--- src/rtl/fifo_wr_arbiter.sv ---
// Round-robin arbiter sharing one FIFO write port among NUM_REQ requesters.
// Grants last up to MAX_BURST beats, one packet, or until STALL_MAX idle cycles.
module fifo_wr_arbiter #(
    parameter int NUM_REQ   = 4,
    parameter int DATA_SIZE = 8,
    parameter int MAX_BURST = 4,
    parameter int STALL_MAX = 8
) (
    input  logic                         clk_i,
    input  logic                         rst_i,
    input  logic [NUM_REQ-1:0]           req_valid_i,
    input  logic [NUM_REQ-1:0]           req_last_i,
    input  logic [NUM_REQ*DATA_SIZE-1:0] req_data_i,
    output logic [NUM_REQ-1:0]           req_ready_o,
    input  logic                         fifo_full_i,
    output logic                         wr_en_o,
    output logic [DATA_SIZE-1:0]         wr_data_o,
    output logic [NUM_REQ-1:0]           grant_o,
    output logic                         busy_o
);

    localparam int PW = (NUM_REQ > 1) ? $clog2(NUM_REQ) : 1;
    localparam int BW = $clog2(MAX_BURST + 1);
    localparam int SW = $clog2(STALL_MAX + 1);

    typedef enum logic {
        IDLE  = 1'b0,
        BURST = 1'b1
    } state_e;

    state_e               state_q;
    logic [PW-1:0]        rr_ptr_q;
    logic [PW-1:0]        gidx_q;
    logic [BW-1:0]        beat_cnt_q;
    logic [SW-1:0]        stall_cnt_q;
    logic [NUM_REQ-1:0]   grant_q;
    logic                 busy_q;

    logic [PW-1:0]        sel_d;
    logic                 sel_vld;
    logic [PW:0]          scan_sum;
    logic [PW-1:0]        scan_idx;
    logic                 vld_g;
    logic                 last_g;
    logic [DATA_SIZE-1:0] data_g;
    logic                 xfer;
    logic                 done;
    logic [PW-1:0]        ptr_d;

    // Scan downward so the lowest offset from rr_ptr wins.
    always_comb begin
        sel_d    = '0;
        sel_vld  = 1'b0;
        scan_sum = '0;
        scan_idx = '0;
        for (int k = NUM_REQ - 1; k >= 0; k--) begin
            scan_sum = {1'b0, rr_ptr_q} + (PW + 1)'(k);
            if (scan_sum >= (PW + 1)'(NUM_REQ)) begin
                scan_sum = scan_sum - (PW + 1)'(NUM_REQ);
            end
            scan_idx = scan_sum[PW-1:0];
            if (req_valid_i[scan_idx]) begin
                sel_d   = scan_idx;
                sel_vld = 1'b1;
            end
        end
    end

    always_comb begin
        data_g = '0;
        for (int i = 0; i < NUM_REQ; i++) begin
            if (gidx_q == PW'(i)) begin
                data_g = req_data_i[i*DATA_SIZE +: DATA_SIZE];
            end
        end
    end

    assign vld_g  = req_valid_i[gidx_q];
    assign last_g = req_last_i[gidx_q];
    assign xfer   = busy_q & vld_g & ~fifo_full_i;

    assign done = (xfer & (last_g | (beat_cnt_q == BW'(MAX_BURST - 1))))
                | (busy_q & ~vld_g & (stall_cnt_q == SW'(STALL_MAX - 1)));

    assign ptr_d = (gidx_q == PW'(NUM_REQ - 1)) ? '0 : gidx_q + PW'(1);

    assign wr_en_o     = xfer & ~rst_i;
    assign req_ready_o = wr_en_o ? grant_q : '0;
    assign wr_data_o   = data_g;
    assign grant_o     = grant_q;
    assign busy_o      = busy_q;

    always_ff @(posedge clk_i) begin
        if (rst_i) begin
            state_q     <= IDLE;
            rr_ptr_q    <= '0;
            gidx_q      <= '0;
            beat_cnt_q  <= '0;
            stall_cnt_q <= '0;
            grant_q     <= '0;
            busy_q      <= 1'b0;
        end else begin
            unique case (state_q)
                IDLE: begin
                    if (sel_vld) begin
                        state_q     <= BURST;
                        gidx_q      <= sel_d;
                        grant_q     <= NUM_REQ'(1) << sel_d;
                        busy_q      <= 1'b1;
                        beat_cnt_q  <= '0;
                        stall_cnt_q <= '0;
                    end
                end
                BURST: begin
                    if (xfer) begin
                        beat_cnt_q  <= beat_cnt_q + BW'(1);
                        stall_cnt_q <= '0;
                    end else if (!vld_g) begin
                        stall_cnt_q <= stall_cnt_q + SW'(1);
                    end
                    if (done) begin
                        state_q  <= IDLE;
                        grant_q  <= '0;
                        busy_q   <= 1'b0;
                        rr_ptr_q <= ptr_d;
                    end
                end
                default: state_q <= IDLE;
            endcase
        end
    end

endmodule

--- config.mk ---
export PLATFORM = sky130hd
export DESIGN_NAME = fifo_wr_arbiter
export DESIGN_NICKNAME = d
export VERILOG_FILES = /design/src/rtl/fifo_wr_arbiter.sv
export SDC_FILE = /design/constraint.sdc
export NUM_CORES = 1
export LEC_CHECK = 0
export BUFFER_PORTS_ARGS = -buffer_cell sky130_fd_sc_hd__buf_4
export CELL_PAD_IN_SITES_DETAIL_PLACEMENT = 0
export CELL_PAD_IN_SITES_GLOBAL_PLACEMENT = 1
export CORE_ASPECT_RATIO = 1.4
export CORE_MARGIN = 4
export CORE_UTILIZATION = 33
export DETAILED_ROUTE_END_ITERATION = 10
export HOLD_SLACK_MARGIN = 0.08
export PLACE_DENSITY_LB_ADDON = 0.1
export SKIP_LAST_GASP = 1
export SYNTH_ARGS = -nofsm -noshare
export SYNTH_HDL_FRONTEND = slang
export SYNTH_SLANG_ARGS = --single-unit
--- constraint.sdc ---
create_clock -name clk_i -period 2.2 [get_ports clk_i]
set_input_delay 0.11 -clock clk_i [delete_from_list [all_inputs] [get_ports clk_i]]
set_output_delay 0.11 -clock clk_i [all_outputs]
set_load 0.01 [all_outputs]
**Word level (Yosys, flattened, before mapping)**

Index checks and enable logic that the tools add are counted.

- Register bits: 17
- Bits of input ports: 43
- Output and inout bits: 18

- $add $sub $neg: 10
- $lt $le $gt $ge: 9
- Equality and inequality tests: 9
- Shift-type cells: 1
- Mux-type cells: 46
- Bitwise logic cells: 12
- Reduce and logical (&&, ||, !) cells: 6

Operator list:

| kind | count |
|---|---|
| $mux 8 | 4 |
| $mux 4 | 6 |
| $mux 2 | 9 |
| $pmux 4 s2 | 2 |
| $lt 2x3->1 const B | 5 |
| $mux 1 | 14 |
| $bmux 1 s2 | 6 |
| $reduce_and 2->1 | 5 |
| $ge 3x3->1 const B | 3 |
| $sub 2x1->2 const B | 4 |
| $add 2x2->3 const B | 2 |
| $and 1x1->1 | 6 |
| $mux 3 | 2 |
| $pmux 3 s2 | 1 |
| $add 4x1->4 const B | 1 |
| $eq 2x2->1 const B | 2 |
| $eq 4x3->1 const B | 1 |
| $ne 2x1->1 const B | 2 |
| $not 1->1 | 4 |
| $pmux 1 s2 | 2 |
| $shl 1x2->4 const A | 1 |
| $add 2x1->3 const B | 1 |
| $add 3x1->3 const B | 1 |
| $eq 3x2->1 const B | 1 |
| other kinds (7) | 8 |

**Longest topological paths before layout**

Gate-level depths: netlist of the first run.

- Depth after elaboration: 12
- Gate-level depth with buffers: 8
- Gate-level depth less buffers: 6

**Worst setup path after synthesis of the first run**

Ideal clock, no wire load.

- Path type: register -> register
- From: reg gidx_q[0]
- To: reg rr_ptr_q[0]
- Arrival time: 1781 ps
- Data required time: 2079 ps
- Path slack: 298 ps
- Stages on the path, launching flop included: 6
- Buffers on the path: 1
- Clock period less this slack: 1902 ps
- Path through: dfxtp_1 buf_6 mux4_2 or2_4 a21oi_1 mux2_2

- Word-level cells in the longest chain between the ends: 7

RTL lines:

| item | RTL line | RTL |
|---|---|---|
| start, declared | 33 | `logic [PW-1:0] gidx_q;` |
| start signal, assigned | 107 | `gidx_q <= sel_d;` |
| $bmux 1 s2 | 78 | `assign vld_g = req_valid_i[gidx_q];` |
| $mux 1 (not written as such) | 78 |  |
| $and 1x1->1 or $not 1->1 (tied branches) | 80, 83 |  |
| $and 1x1->1, on equally long branches | 80, 83 |  |
| $and 1x1->1, on equally long branches | 82, 83 |  |
| $or 1x1->1 | 83 | `\| (busy_q & ~vld_g & (stall_cnt_q == SW'(STALL_MAX - 1)));` |
| $reduce_and 2->1 (no source line) | -- |  |
| end signal, assigned | 125 | `rr_ptr_q <= ptr_d;` |
| end, declared | 32 | `logic [PW-1:0] rr_ptr_q;` |

Parallel ways exist; a longest one is shown, timed or not. The select of a mux whose other input is x is not followed.
A chain may end at the register's enable or synchronous reset.

**Final worst setup path of the first run**

- From: reg gidx_q[0]
- To: out wr_data_o[1]

- Word-level cells in the longest chain between the ends: 5

RTL lines:

| item | RTL line | RTL |
|---|---|---|
| $logic_not 2->1 | 72 | `if (gidx_q == PW'(i)) begin` |
| $mux 8 (3 in a row) | 72 |  |
| $mux 8 (*) | 72 |  |
| end, declared | 17 | `output logic [DATA_SIZE-1:0] wr_data_o,` |

Every way passes the cells marked *; elsewhere a longest branch is shown, timed or not.

==> results of run 1 <==
-- layout by cell type, fill, tap and decap left out, types with 2 or more instances in the layout --
cell type / n
mux2i_1: 3
nor2_1: 9
a21o_1: 3
mux4_2: 2
a21oi_1: 23
dfxtp_1: 16
buf_4: 63
nor3_1: 6
inv_1: 4
nor2b_1: 2
ha_2: 3
nand2_1: 18
ha_1: 4
o22ai_1: 2
nand2b_1: 9
o21ai_0: 12
a32o_1: 4
and2_1: 5
mux2_2: 3
a21boi_0: 2
or3_1: 2
nand3b_1: 10
clkbuf_8: 3
-- cell type report --
type,instances,area (sq um),share of cell area
Multi-Input combinational cell,137,948,0.505
Tap cell,43,53.8,0.0287
Sequential cell,17,342,0.182
Inverter,4,15.0,0.00800
Timing Repair Buffer,63,473,0.252
Clock buffer,4,45.0,0.0240
-- flip-flops by register name (all words and copies together), names as in the netlist --
signal / cells
beat_cnt_q: 3
busy_o: 1
gidx_q: 2
grant_o: 4
rr_ptr_q: 2
stall_cnt_q: 4
state_q: 1
-- worst reg2reg max path, delay by kind of cell, from the launching register on --
family / cells / cell delay (ns)
AOI/OAI and AO/OA: 1 / 0.27
and+or+nand+nor: 1 / 0.27
DFF: 1 / 0.42
muxes: 2 / 0.90
-- cells in the mapped netlist, types with 5 or more instances --
master    count  area, sq um
nand2_1      18         67.6
o21ai_0      12         60.1
nand3b_1     10         75.1
nor2_1        9         33.8
clkbuf_1      7         26.3
nor3_1        6         30.0
dfxtp_1      17          340
ha_1          7         87.6
and2_1        5         31.3
nand2b_1      9         56.3
a21oi_1      23          115
-- routing by layer --
| layer | track usage | wire, microns |
|---|---|---|
| met4 | 0.0463 | 48 |
| met3 | 0.0249 | 366 |
| met5 | 0 | 0 |
| met2 | 0.297 | 2200 |
| met1 | 0.161 | 1430 |
-- power breakdown --
group | internal [uW] | switching [uW]
sequential | 320 | 13.2
combinational | 148 | 128
clock | 129 | 108
total | 596 | 249
-- final timing paths --
| path | start | slack (ns) | end |
|---|---|---|---|
| setup / recovery | gidx_q[0] | 0.20 | wr_data_o[1] |
| hold / removal | rst_i | 0.17 | beat_cnt_q[1] |
| setup reg to reg | gidx_q[0] | 0.24 | rr_ptr_q[0] |
| hold reg to reg | grant_o[1] | 0.48 | grant_o[1] |
-- cell families (layout without fill, tap and decap cells) --
family | Yosys count | in the layout | share of synthesized area
AO/OA/AOI/OAI | 53 | 53 | 0.265
flip-flops | 17 | 17 | 0.254
multiplexers | 8 | 8 | 0.0814
buffers and inverters | 13 | 71 | 0.0421
adder cells (fa/ha/maj) | 7 | 7 | 0.0655
AND/OR/NAND/NOR | 69 | 69 | 0.292
-- stage by stage --
| step | setup slack (ns) | total power (uW) | util | hold slack (ns) |
|---|---|---|---|---|
| final | 0.201 | 844 | 0.479 | 0.175 |
| after global routing | 0.00605 | 901 | 0.479 | 0.191 |
| after CTS | 0.0791 | 857 | 0.477 | 0.174 |
| after detailed placement | 0.217 | 616 | 0.465 | 0.449 |
| after global placement | 0.283 | 611 | 0.465 | 0.433 |
| after floorplan | 0.298 | 477 | - | 0.374 |
==> results.md, run 1 <==
* Post-synth cell types at 38
* TritonCTS Buffers at 3
* Post-placement cell area at 0.00182 sq mm
* Die X at 61.8 microns
* Syn nets at 217
* Core footprint at 0.00392 sq mm
* Initial antenna violation count at 0
* Setup TNS at 0 ns
* Final period util at 0.909
* Die area at 0.00515 sq mm
* Syn Inst Count at 167
* Syn avg cell area at 8.01 sq um
* Number of remaining DRC errors at 0
* Final ANT Viol Nets at 0
* Setup Buffers After CTS at 0
* Maximum vdd drop at 0.000318 V
* Overall Global Routing Usage at 0.156
* Fmax at 0.500 GHz
* Global route overflow at 0
* Root buffer cell: clkbuf_8
* CTS Hold Bufs at 0
* Seq/Total Area, Yosys at 0.254
* Total wire length at 4040 microns
* RSZ-0062 raised after global routing: false
* Pwr Density at 450 mW/mm^2
* Status: finished, final reports clean
* DRT Pass-1 Iters at 4
* Post-layout min period at 2.00 ns
* Final hold vios at 0
* IO Pins at 61
* Row cnt at 27
* CP max FO at 16
* Worst-margin pin slew at 0.560 ns
* Clock Skews at 0.000964 ns
* CTS tree: yes
* Routability Congestion at 0.792
* #FFs+latches synth at 17
* DP HPWL at 3340 microns
* Post-DR wirelength/cell at 15.1 microns
* Levels on crit path at 7
* CTS clock-pin slew for the worst setup and hold paths at 0.07 ns
* Post-route cell area at 0.00188 sq mm
* Max incr delay on CP at 0.42 ns
* Worst setup path category: reg -> out
* Pins Over Slew Limit at 0
* WP buf/inv at 2
* Hold Path Stages at 2
* CP Data Required Time at 2.09 ns
* Layout fillers at 393
* Buffer depth of the longest clock path at 2
* Via density at 5.34
* Vias in the first global route at 1,368
* CP top delay family: compound AO/OA/AOI/OAI gates
* Layout area overhead at 40.3%
* Initial core utilization at 0.341
* CP Cell Sequence: buf_4 -> ha_2 -> nand2_1 -> a21oi_1 -> a21oi_1 -> o21ai_0 -> buf_4
* Largest net degree at the start of global routing at 20
* Slowest CP cell: dfxtp_1
* Ant. Diodes at 0
* Dominant synthesized flop cell: dfxtp_1
* Share of cells above drive strength 1 at 0.360
* H-tree depth at 1
* Synth warnings at 0
* Die Y at 83.3 microns
* Dpl cells at 264
* Asr flop ratio synth at 0
* Max Cap Viol at 0
* Clk sinks at 17
* Final Setup Violations at 0
* First-pass GRT wire length at 6230 microns
* Final Non-Filler Cells at 268
* Leakage at 0.000785 uW
* Area of the mapped netlist at 0.00134 sq mm
* Post-synth EDFFs at 0
* Post-cts repair resize count at 1
* Startpoint Class: flop
* Buffers added on ports at 60
* Worst Hold Class: in -> reg
* Total number of vias at 1,432
* Initial drt markers at 51
* Setup crit end kind: output pin
* Worst EP arrival at 1.89 ns
* NumNets Final at 276
* Slew headroom at 0.624
* Worst-Skew Late Latency at 0.25 ns
* Register-to-Register Path Depth at 4
Power figures use the tool's default switching activity.
==> run 2: changes to the inputs <==
CORE_MARGIN = 3   (was 4)
RECOVER_POWER = 50   (was default)
==> results.md, run 2 (synthesis results as in run 1) <==
* Die area at 0.00486 sq mm (-5.6%)
* Share of cells above drive strength 1 at 0.338 (-0.0222)
* Global route overflow at 0 (unchanged)
* Post-layout min period at 2.03 ns (+0.0269 ns)
* Status: finished, final reports clean
* Pwr Density at 456 mW/mm^2 (+1.3%)
* NumNets Final at 276 (unchanged)
* Overall Global Routing Usage at 0.162 (+0.00623)
* Layout area overhead at 38.6%
* R2R setup slack at 0.24 ns (about the same)
* Post-DR wirelength/cell at 14.8 microns (-1.5%)
* IO Pins at 61 (unchanged)
* Leakage at 0.000764 uW (-2.8%)
* FF-to-FF Start: gidx_q[0]
* Final Setup Violations at 0 (unchanged)
* WP buf/inv at 2 (unchanged)
* CP max FO at 16 (unchanged)
* Worst-Skew Late Latency at 0.26 ns (about the same)
* DRT Pass-1 Iters at 4 (unchanged)
* Startpoint Class: flop
* Initial core utilization at 0.354 (+0.0131)
* Hold Path Stages at 2 (unchanged)
* Setup TNS at 0 ns (unchanged)
* CTS tree: yes
* CP top delay family: flip-flops
* Pins Over Slew Limit at 0 (unchanged)
* Final hold vios at 0 (unchanged)
* First-pass GRT wire length at 6100 microns (-2.1%)
* Largest net degree at the start of global routing at 20 (unchanged)
* Total number of vias at 1,440 (+0.56%)
* Maximum vdd drop at 0.000376 V (+18%)
* Via density at 5.39 (+0.94%)
* Commonest non-fill, non-tap cells in the layout: buf_4 (57), a21oi_1 (23), nand2_1 (18)
* Root buffer cell: clkbuf_8
* Worst-margin pin slew at 0.606 ns (+0.0455 ns)
* Setup crit end kind: output pin
* Clk sinks at 17 (unchanged)
* Setup Buffers After CTS at 0 (unchanged)
* Max incr delay on CP at 0.44 ns (+0.02 ns)
* CTS Hold Bufs at 0 (unchanged)
* Clock Skews at 0.00351 ns (+0.00254 ns)
* Final ANT Viol Nets at 0 (unchanged)
* Max Cap Viol at 0 (unchanged)
* Hold EP: stall_cnt_q[3]
* Min-Delay Startpoint: rst_i
* Core footprint at 0.00377 sq mm (-3.7%)
* Die Y at 81.3 microns (-2.4%)
* Layout Utilization at 0.491 (+0.0125)
* Critical Path Source: gidx_q[0]
* Vias in the first global route at 1,358 (-0.73%)
* CP Cell Sequence: buf_4 -> ha_2 -> nand3b_1 -> a21oi_1 -> a21oi_1 -> o21ai_0 -> buf_4
* Routability Congestion at 0.774 (-2.4%)
* Final period util at 0.921 (+0.0122)
* Commonest non-fill, non-tap cell in the layout: buf_4
* Slew headroom at 0.596 (-0.0275)
* Row cnt at 26 (-3.7%)
* Die X at 59.8 microns (-3.2%)
* RSZ-0062 raised after global routing: false
* Fmax at 0.494 GHz (-1.3%)
* TritonCTS Buffers at 3 (unchanged)
* Slowest CP cell: dfxtp_1
* RR Endpoint: rr_ptr_q[0]
* Worst EP arrival at 1.92 ns (+0.03 ns)
* Register-to-Register Path Depth at 4 (unchanged)
* Initial antenna violation count at 0 (unchanged)
* Worst setup path category: reg -> out
* H-tree depth at 1 (unchanged)
* Buffer depth of the longest clock path at 2 (unchanged)
* Buffers added on ports at 60 (unchanged)
* Number of remaining DRC errors at 0 (unchanged)
* Total wire length at 3960 microns (-1.9%)
* Initial drt markers at 76 (+49%)
* Ant. Diodes at 0 (unchanged)
* DP HPWL at 3230 microns (-3.2%)
* CP Data Required Time at 2.09 ns (about the same)
* Worst Hold Class: in -> reg
* CTS clock-pin slew for the worst setup and hold paths at 0.07 ns (about the same)
[run 2: cell count changes in the layout (fill, tap and decap cells not counted)]
cell / previous run / this run
buf_4: 63 / 57
clkinv_2: 0 / 1
clkbuf_1: 1 / 6
[run 2: repair_timing]
action                                  CTS  global route
pin swaps                                 0             0
gates resized for setup                   1             3
endpoints found under the setup margin    1             4
gates cloned                              0             0
[run 2: area by class of cell]
class / instances / area [sq um]
clock buffers: 3 / 41.3
clock inverters: 1 / 5.00
fillers: 388 / 1920
inverters: 4 / 15.0
multi-input cells: 137 / 948
flip-flops and latches: 17 / 342
well taps: 42 / 52.6
repair buffers: 63 / 450
[run 2: worst max path at each step]
stage | endpoint | slack (ns) | depth (start not counted)
2_1_floorplan | rr_ptr_q[0] | 0.30 | 5
3_3_place_gp | rr_ptr_q[0] | 0.30 | 4
3_5_place_dp | rr_ptr_q[0] | 0.23 | 4
4_1_cts | wr_data_o[1] | 0.11 | 7
5_1_grt | wr_data_o[1] | 0.01 | 7
6_report | wr_data_o[1] | 0.17 | 7
[run 2: metal layers]
layer  up-vias  track usage  wire length, microns
met5         -            0                     0
met1       651        0.169                  1420
li1        725            -                     -
met3         9       0.0286                   283
met2        55        0.308                  2170
met4         0       0.0621                    99
[run 2: where the power goes]
part | internal, uW | total, uW | leakage [uW] | switching, uW
logic | 142 | 271 | 0.000599 | 129
registers | 320 | 333 | 0.000139 | 13.6
clock network | 126 | 241 | 0.0000255 | 115
total | 588 | 845 | 0.000764 | 257
[run 2: through the flow]
stage	std cells	total power, uW	instance area [sq um]	hold WS [ns]	worst slack (ns)
6_report	267	845	1850	0.170	0.174
2_1_floorplan	167	477	1340	0.374	0.298
5_1_grt	267	894	1850	0.193	0.0107
3_5_place_dp	263	617	1820	0.446	0.231
4_1_cts	267	859	1870	0.169	0.112
3_3_place_gp	263	611	1820	0.432	0.296
==> run 3: changes to the inputs <==
CORE_ASPECT_RATIO = default   (was 1.4)
CORE_UTILIZATION = 29   (was 33)
clock period = 1.7 ns   (was 2.2 ns; I/O delays follow)
==> results.md, run 3 (synthesis results as in run 1) <==
* NumNets Final at 287 (+4.0%)
* CP max FO at 5 (-11)
* Share of cells above drive strength 1 at 0.428 (+0.0902)
* Worst Hold Class: in -> reg
* Hold slack at 0.161 ns (-0.00945 ns)
* Hold Path Stages at 2 (unchanged)
* IO Pins at 61 (unchanged)
* Final ANT Viol Nets at 0 (unchanged)
* Total number of vias at 1,523 (+5.8%)
* Clock Skews at 0.00210 ns (-0.00141 ns)
* Hold EP: stall_cnt_q[3]
* Ant. Diodes at 0 (unchanged)
* Worst EP arrival at 1.69 ns (-0.23 ns)
* Slew headroom at 0.654 (+0.0579)
* DRT Pass-1 Iters at 4 (unchanged)
* Pwr Density at 541 mW/mm^2 (+19%)
* Row cnt at 24 (-7.7%)
* Layout area overhead at 56.4%
* Setup TNS at -0.800 ns (-0.800 ns)
* Vias in the first global route at 1,441 (+6.1%)
* Via density at 5.29 (-1.9%)
* Layout fillers at 450 (+16%)
* Setup crit end kind: output pin
* FF-to-FF Start: gidx_q[0]
* Post-DR wirelength/cell at 14.0 microns (-5.6%)
* Initial antenna violation count at 0 (unchanged)
* Overall power at 1130 uW (+34%)
* Number of remaining DRC errors at 0 (unchanged)
* Root buffer cell: clkbuf_8
* Global route overflow at 0 (unchanged)
* Register-to-Register Path Depth at 4 (unchanged)
* Final Setup Violations at 13 (+13)
* Clk sinks at 17 (unchanged)
* RSZ-0062 raised after global routing: true
* Routability Congestion at 0.793 (+2.5%)
* Leakage at 0.000854 uW (+12%)
* H-tree depth at 1 (unchanged)
* Failing checks: setup timing
* Max Cap Viol at 0 (unchanged)
* DP HPWL at 3240 microns (about the same)
* CP Data Required Time at 1.62 ns (-0.47 ns)
* CTS Hold Bufs at 0 (unchanged)
* Die area at 0.00546 sq mm (+12%)
* CTS tree: yes
* Post-placement cell area at 0.00192 sq mm (+5.4%)
* Final period util at 1.05
* Initial core utilization at 0.303 (-0.0514)
* Fmax at 0.562 GHz
* Die X at 73.9 microns (+24%)
* Core footprint at 0.00441 sq mm (+17%)
* Status: complete, but fails checks
* Final hold vios at 0 (unchanged)
* Commonest non-fill, non-tap cells in the layout: buf_4 (65), nand2_1 (18), a21oi_1 (17)
* Startpoint Class: flop
* Die Y at 73.9 microns (-9.1%)
* Buffers added on ports at 60 (unchanged)
* First-pass GRT wire length at 6370 microns (+4.4%)
* Total wire length at 4040 microns (+1.9%)
* Place WS at -0.0998 ns (-0.331 ns)
* Pins Over Slew Limit at 0 (unchanged)
* Largest net degree at the start of global routing at 20 (unchanged)
* Final worst slack at -0.0797 ns (-0.253 ns)
* Worst-Skew Late Latency at 0.25 ns (about the same)
* Buffer depth of the longest clock path at 2 (unchanged)
* CTS clock-pin slew for the worst setup and hold paths at 0.06 ns (about the same)
* Initial drt markers at 37 (-51%)
* TritonCTS Buffers at 3 (unchanged)
* Post-layout min period at 1.78 ns
* Post-route cell area at 0.00209 sq mm (+13%)
* Worst setup path category: reg -> out
* Overall Global Routing Usage at 0.146 (-0.0161)
* Maximum vdd drop at 0.000419 V (+11%)
* R2R setup slack at -0.08 ns (-0.32 ns)
* Commonest non-fill, non-tap cell in the layout: buf_4
* RR Endpoint: grant_o[0]
* Min-Delay Startpoint: rst_i
* Worst-margin pin slew at 0.515 ns (-0.0909 ns)
==> run 3: cell types whose count changed in the layout (fill, tap and decap cells not counted), moves of 3 or more <==
cell,previous run,this run
a21oi_1,23,17
a21oi_2,0,5
buf_4,57,65
buf_6,0,6
ha_2,3,0
ha_4,0,3
o21ai_0,12,4
o21ai_1,0,8
==> run 3: critical path, stage by stage (launching register included) <==
cell and delay (ns):
dfxtp_4 0.39, mux4_2 0.57, nand3b_1 0.15, nor2_2 0.07
and2_1 0.15, buf_6 0.12
==> run 3: power by group <==
| part | internal (uW) | switching, uW | total, uW | leakage, uW |
|---|---|---|---|---|
| Clock | 166 | 130 | 296 | 0.0000228 |
| Combinational | 221 | 189 | 410 | 0.000691 |
| Sequential | 412 | 15.1 | 427 | 0.000140 |
==> run 3: worst max-delay path by stage <==
stage | from | endpoint | slack (ns) | cells past startpoint
floorplan | gidx_q[0] | rr_ptr_q[0] | -0.08 | 5
global placement | gidx_q[0] | grant_o[1] | -0.07 | 4
detailed placement | gidx_q[0] | wr_data_o[1] | -0.1 | 8
CTS | gidx_q[0] | req_ready_o[2] | -0.1 | 5
global route | gidx_q[0] | req_ready_o[0] | -0.17 | 5
finish | gidx_q[0] | req_ready_o[2] | -0.08 | 5
==> run 3: layout make-up <==
class	count	area, sq um	area share
Multi-Input combinational cell	137	1050	0.502
Timing Repair Buffer	74	567	0.271
Inverter	4	17.5	0.00837
Tap cell	52	65.1	0.0311
Sequential cell	17	348	0.166
Clock buffer	4	45.0	0.0215
==> run 3: metrics by stage <==
stage	util	instances
global placement	0.435	282
detailed placement	0.435	282
global route	0.474	288
finish	0.474	288
floorplan	-	167
CTS	0.468	287
==> run 3: repair_timing <==
action                                 4_1_cts  5_1_grt
cloned                                       0        0
setup endpoints to repair                   22       24
buffers inserted                             1        1
gates resized for setup                     27       10
endpoints found under the hold margin        0        0
pin swaps                                   13        7
==> run 3: layer usage <==
metal,global-route usage,vias up,share of wire
li1,-,754,-
met1,0.165,709,0.41
met2,0.274,56,0.49
met3,0.0287,4,0.089
met4,0.0423,0,0.0089
met5,0,-,0
